$ cat config.mk
export PLATFORM = sky130hd
export DESIGN_NAME = aclk_mode_ctrl_flat
export DESIGN_NICKNAME = d
export VERILOG_FILES = /design/src/rtl/aclk_pkg.sv /design/src/rtl/aclk_mode_ctrl_if.sv /design/src/rtl/aclk_timeout_cnt.sv /design/src/rtl/aclk_mode_ctrl.sv /design/src/flat_wrapper.sv
export SDC_FILE = /design/constraint.sdc
export NUM_CORES = 1
export LEC_CHECK = 0
export ABC_AREA = 1
export CAP_MARGIN = 20
export CORE_AREA = 2 2 39 41
export DETAILED_ROUTE_END_ITERATION = 10
export DIE_AREA = 0 0 41 43
export GPL_TIMING_DRIVEN = 0
export PLACE_DENSITY = 0.43
export SLEW_MARGIN = 0
export SYNTH_ARGS = -nofsm -noshare
export SYNTH_HDL_FRONTEND = slang
export SYNTH_SLANG_ARGS = --single-unit
$ cat constraint.sdc
create_clock -name clock -period 1.4 [get_ports clock]
set_input_delay 0.28 -clock clock [delete_from_list [all_inputs] [get_ports clock]]
set_output_delay 0.28 -clock clock [all_outputs]
set_load 0.05 [all_outputs]
$ cat src/rtl/aclk_pkg.sv
// Shared state encoding and constants for the alarm-clock mode controller.
package aclk_pkg;

    typedef enum logic [2:0] {
        SHOW_TIME        = 3'd0,
        KEY_STORED       = 3'd1,
        KEY_WAITED       = 3'd2,
        KEY_ENTRY        = 3'd3,
        SHOW_ALARM       = 3'd4,
        SET_ALARM_TIME   = 3'd5,
        SET_CURRENT_TIME = 3'd6
    } state_t;

    localparam logic [3:0] NOKEY           = 4'd10;
    localparam int         TIMEOUT_DEFAULT = 10;

endpackage

$ cat src/rtl/aclk_mode_ctrl_if.sv
// Keypad/button inputs and display/strobe outputs of the mode controller.
interface aclk_mode_ctrl_if;
    import aclk_pkg::*;

    logic       one_second;
    logic [3:0] key;
    logic       alarm_button;
    logic       time_button;
    logic       shift;
    logic       load_new_a;
    logic       load_new_c;
    logic       show_a;
    logic       show_new_time;

    modport master (
        output one_second, key, alarm_button, time_button,
        input  shift, load_new_a, load_new_c, show_a, show_new_time
    );

    modport slave (
        input  one_second, key, alarm_button, time_button,
        output shift, load_new_a, load_new_c, show_a, show_new_time
    );

endinterface

$ cat src/rtl/aclk_timeout_cnt.sv
// Seconds-of-inactivity counter; used only when ACLK_KEY_TIMEOUT_EN is defined.
// expired is combinational and the count restarts from 0 on that same edge.
module aclk_timeout_cnt
    import aclk_pkg::*;
#(
    parameter int TIMEOUT = TIMEOUT_DEFAULT
) (
    input  logic clock,
    input  logic reset,
    input  logic clear,
    input  logic enable,
    input  logic tick,
    output logic expired
);

    localparam logic [3:0] LAST = 4'(TIMEOUT - 1);

    logic [3:0] r_count;

    assign expired = enable && tick && (r_count == LAST);

    always_ff @(posedge clock or posedge reset) begin
        if (reset) begin
            r_count <= '0;
        end else if (clear) begin
            r_count <= '0;
        end else if (enable && tick) begin
            r_count <= expired ? 4'd0 : r_count + 4'd1;
        end
    end

endmodule

$ cat src/rtl/aclk_mode_ctrl.sv
// Alarm-clock mode sequencer: keypad/buttons/1 Hz tick to display selects and load strobes.
// Moore outputs; entry timeout present only when ACLK_KEY_TIMEOUT_EN is defined.
module aclk_mode_ctrl
    import aclk_pkg::*;
#(
    parameter int         TIMEOUT = aclk_pkg::TIMEOUT_DEFAULT,
    parameter logic [3:0] NOKEY   = aclk_pkg::NOKEY
) (
    input  logic              clock,
    input  logic              reset,
    aclk_mode_ctrl_if.slave   bus
);

    state_t r_state;
    state_t w_next;
    logic   w_key_vld;
    logic   w_in_entry;
    logic   w_timeout;

    assign w_key_vld  = (bus.key != NOKEY);
    assign w_in_entry = (r_state == KEY_WAITED) || (r_state == KEY_ENTRY);

`ifdef ACLK_KEY_TIMEOUT_EN
    aclk_timeout_cnt #(.TIMEOUT(TIMEOUT)) u_timeout_cnt (
        .clock   (clock),
        .reset   (reset),
        .clear   (!w_in_entry),
        .enable  (w_in_entry),
        .tick    (bus.one_second),
        .expired (w_timeout)
    );
`else
    logic w_unused_tick;
    assign w_unused_tick = bus.one_second;
    assign w_timeout     = 1'b0;
`endif

    always_ff @(posedge clock or posedge reset) begin
        if (reset) begin
            r_state <= SHOW_TIME;
        end else begin
            r_state <= w_next;
        end
    end

    // Buttons beat a new key, a new key beats the timeout.
    always_comb begin
        w_next = SHOW_TIME;
        case (r_state)
            SHOW_TIME: begin
                if (bus.alarm_button)   w_next = SHOW_ALARM;
                else if (w_key_vld)     w_next = KEY_STORED;
                else                    w_next = SHOW_TIME;
            end
            KEY_STORED:                 w_next = KEY_WAITED;
            KEY_WAITED: begin
                if (!w_key_vld)         w_next = KEY_ENTRY;
                else if (w_timeout)     w_next = SHOW_TIME;
                else                    w_next = KEY_WAITED;
            end
            KEY_ENTRY: begin
                if (bus.alarm_button)   w_next = SET_ALARM_TIME;
                else if (bus.time_button) w_next = SET_CURRENT_TIME;
                else if (w_key_vld)     w_next = KEY_STORED;
                else if (w_timeout)     w_next = SHOW_TIME;
                else                    w_next = KEY_ENTRY;
            end
            SHOW_ALARM: begin
                if (!bus.alarm_button)  w_next = SHOW_TIME;
                else                    w_next = SHOW_ALARM;
            end
            SET_ALARM_TIME:             w_next = SHOW_TIME;
            SET_CURRENT_TIME:           w_next = SHOW_TIME;
            default:                    w_next = SHOW_TIME;
        endcase
    end

    logic w_shift;
    logic w_load_a;
    logic w_load_c;
    logic w_show_a;
    logic w_show_new;

    always_comb begin
        w_shift    = 1'b0;
        w_load_a   = 1'b0;
        w_load_c   = 1'b0;
        w_show_a   = 1'b0;
        w_show_new = 1'b0;
        case (r_state)
            KEY_STORED: begin
                w_shift    = 1'b1;
                w_show_new = 1'b1;
            end
            KEY_WAITED:       w_show_new = 1'b1;
            KEY_ENTRY:        w_show_new = 1'b1;
            SHOW_ALARM:       w_show_a   = 1'b1;
            SET_ALARM_TIME:   w_load_a   = 1'b1;
            SET_CURRENT_TIME: w_load_c   = 1'b1;
            default: begin
                w_shift    = 1'b0;
                w_show_new = 1'b0;
            end
        endcase
    end

    assign bus.shift         = w_shift;
    assign bus.load_new_a    = w_load_a;
    assign bus.load_new_c    = w_load_c;
    assign bus.show_a        = w_show_a;
    assign bus.show_new_time = w_show_new;

endmodule

$ cat src/flat_wrapper.sv
// flat-port wrapper written by rule: the top's interface ports become plain ports
module aclk_mode_ctrl_flat import aclk_pkg::*;
#(
    parameter int         TIMEOUT = aclk_pkg::TIMEOUT_DEFAULT,
    parameter logic [3:0] NOKEY   = aclk_pkg::NOKEY
)
  (clock, reset, bus_one_second, bus_key, bus_alarm_button, bus_time_button, bus_shift, bus_load_new_a, bus_load_new_c, bus_show_a, bus_show_new_time);
  aclk_mode_ctrl_if bus_i ();
  input  logic clock;
  input  logic reset;
  input wire logic [$bits(bus_i.one_second)-1:0] bus_one_second;
  input wire logic [$bits(bus_i.key)-1:0] bus_key;
  input wire logic [$bits(bus_i.alarm_button)-1:0] bus_alarm_button;
  input wire logic [$bits(bus_i.time_button)-1:0] bus_time_button;
  output wire logic [$bits(bus_i.shift)-1:0] bus_shift;
  output wire logic [$bits(bus_i.load_new_a)-1:0] bus_load_new_a;
  output wire logic [$bits(bus_i.load_new_c)-1:0] bus_load_new_c;
  output wire logic [$bits(bus_i.show_a)-1:0] bus_show_a;
  output wire logic [$bits(bus_i.show_new_time)-1:0] bus_show_new_time;
  assign bus_i.one_second = bus_one_second;
  assign bus_i.key = bus_key;
  assign bus_i.alarm_button = bus_alarm_button;
  assign bus_i.time_button = bus_time_button;
  assign bus_shift = bus_i.shift;
  assign bus_load_new_a = bus_i.load_new_a;
  assign bus_load_new_c = bus_i.load_new_c;
  assign bus_show_a = bus_i.show_a;
  assign bus_show_new_time = bus_i.show_new_time;
  aclk_mode_ctrl #(.TIMEOUT(TIMEOUT), .NOKEY(NOKEY)) u_core (.clock(clock), .reset(reset), .bus(bus_i));
endmodule
==> out/qor.txt <==
Status: complete, no violations
F_max: 721 MHz
Multi-input logic area: 149 µm²
Largest reg by FF count: u_core.r_state
WP buf/inv: 2
Pwr dens: 2230 nW/µm²
Largest net degree at the start of global routing: 7
CP max FO: 5
Worst setup margin: 13.9 ps
Flop pwr share: 19.5%
Mapped Nets: 50
CP Class: register to output port
Top-count cell post-synth: nand2_1
Slew Viols, Final: 0
Cts hold-fix bufs: 0
FF+latch count, synth: 3
Critical Path AT: 1110 ps
Layout cells sized above 1: 35.1%
CTS clk-pin slew, worst paths: 40 ps
Reg2reg start: u_core.r_state[1]
R2R depth: 5
Worst min path class: input port to asynchronous set/reset pin
Element type at the critical path start: register
Resize count post-CTS: 36
Ant diodes: 0
Crit path launch: u_core.r_state[1]
Internal Pwr Total: 442 µW
DRC violations left: 0
Area grow syn2layout: 76.3%
Post-synth EDFFs: 0
Global-route wire length before repair: 883 µm
Post-Syn Area per Cell: 5.92 µm²
Share of synthesized registers carrying an async set or reset: 100%
Most used flip-flop cell after synthesis: dfrtp_1
CP Depth: 4
Crit-path slowest cell: dfrtp_2
Via count: 287
Leading area contributor after synthesis: dfrtp_1
Final std cells w/o fill: 73
Yosys top cell area share: 30.9%
Grt ovf: 0
Pre-CTS setup slack: -385 ps
Crit share post-route: 99.0%
Unrepaired setup endpoints after global routing: true
Switching power: 511 µW
DRT Pass-1 Iters: 4
Cell area after synthesis: 243 µm²
Minimum clock period: 1390 ps
Yosys warns: 0
Die footprint: 1760 µm²
I/O Buffers: 12
Count of final setup violators: 0
CTS sink count: 3
Worst VDD drop: 681 µV
CTS tree: yes
DR iter-0 viols: 7
Fin nets: 67
Worst slew margin: 89.7%
Switching power as a share of total power: 53.6%
Longest Clk Path Bufs: 2
Yosys cell types: 13
Hpwl dp: 453 µm
Core ar.: 1380 µm²
Top cells by count, synth: 12 x nand2_1, 7 x inv_1, 5 x nor2_1
GPL Wtd Cong: 0.729
LEAKAGE: 0.215 nW
Remaining antenna violation count: 0
GR Util All Layers: 8.05%
Largest registers: u_core.r_state x3
Post-synthesis cell count: 41
H-tree levels: 1
FP Rows: 14
Reg-to-Reg End: u_core.r_state[2]
Via density: 3.93
Worst Skew: 0.873 ps
Antenna violations before repair: 0
Worst Setup End Kind: output port
# fillers: 161
Synth area leaders: dfrtp_1 31%, nand2_1 19%, inv_1 11%, nor2_1 7.7%, nor2_2 5.2%
Max reg flops: 3
Chip Height: 43 µm
Setup TNS: 0 ps
Register area: 77.6 µm²
Top Ports: 14
Final hold viol count: 0
Slowest cell delay on critical path: 440 ps
Clock power share: 16.0%
Placed cells: 69
R2R setup slack: 490 ps
Average wire per standard cell: 8.11 µm
Worst-skew pair later-pin latency: 230 ps
Die W: 41 µm
Num CTS Buffers: 3
Max-capacitance violation count: 0
Critical Path RT: 1120 ps
WL final: 592 µm
Critical Path, Cell by Cell: inv_2, nand2_2, nor2_4, buf_6
Initial Utilization: 17.5%
Worst path top cell family by delay: flip-flops
Vias in the first global route: 235
Measured slew at the worst slew-check pin: 154 ps
CTS root buf: clkbuf_4
Setup Fix Bufs, Post-CTS: 0
Sequential-to-total area share from yosys stat: 30.9%
Logic pwr share: 64.5%
power groups by stage:
stage	clock network [mW]	registers (mW)	logic [mW]
floorplan	0	0.163	0.398
global placement	0	0.173	0.564
detailed placement	0	0.173	0.563
CTS	0.163	0.175	0.581
global route	0.173	0.191	0.660
finish	0.153	0.186	0.615
cell families after synthesis:
kind of cell	share of synthesized area [%]
flip-flops	30.9
AO/OA/AOI/OAI	6.18
AND/OR/NAND/NOR	49.0
buffers and inverters	13.9
area by class of cell:
class	count	area share (%)
Multi-Input combinational cell	29	34.8
Sequential cell	3	18.1
Inverter	9	8.48
Clock buffer	4	6.14
Timing Repair Buffer	12	27.8
Tap cell	16	4.68
worst register-to-register path, delay by kind of cell, from the launching register on:
family | cells | cell delay, ps
flip-flops | 1 | 440
AND/OR/NAND/NOR | 4 | 330
buffers and inverters | 1 | 70
cell usage in the layout, fill, tap and decap left out:
master and instances:
nand2_1 11, clkbuf_4 3, nor3_1 1, a21oi_1 2, dfrtp_1 1, inv_4 1
o21ai_1 1, buf_6 3, nor2_4 1, inv_1 6, nand4_1 1, nand3_1 2
nand2_2 2, inv_2 2, dfrtp_2 2, nor3_2 1, buf_4 2, clkdlybuf4s50_1 7
clkbuf_1 1, nand3_2 1, nor2_2 2, nor2_1 4
how the worst max path moves through the flow:
| stage | endpoint |
|---|---|
| final | bus_show_a |
| after global routing | bus_show_a |
| after CTS | bus_show_a |
| after detailed placement | bus_show_a |
| after global placement | bus_show_a |
| after floorplan | bus_load_new_a |
stage by stage:
stage | hold WS [ps] | utilization (%) | power (mW) | area (µm²)
floorplan | 33.6 | - | 0.560 | 243
global placement | 460 | 27.7 | 0.736 | 383
detailed placement | 462 | 27.7 | 0.736 | 383
CTS | 208 | 29.4 | 0.919 | 407
global route | 226 | 30.9 | 1.03 | 428
finish | 214 | 30.9 | 0.953 | 428
routing by layer:
layer,up-vias,global-route usage (%),wire length [µm]
met5,-,0,0
met4,0,2.00,0
met3,0,7.85,56
met2,10,10.3,295
met1,120,9.39,240
li1,157,-,-
Note: power is estimated with default switching activity, not from simulation.
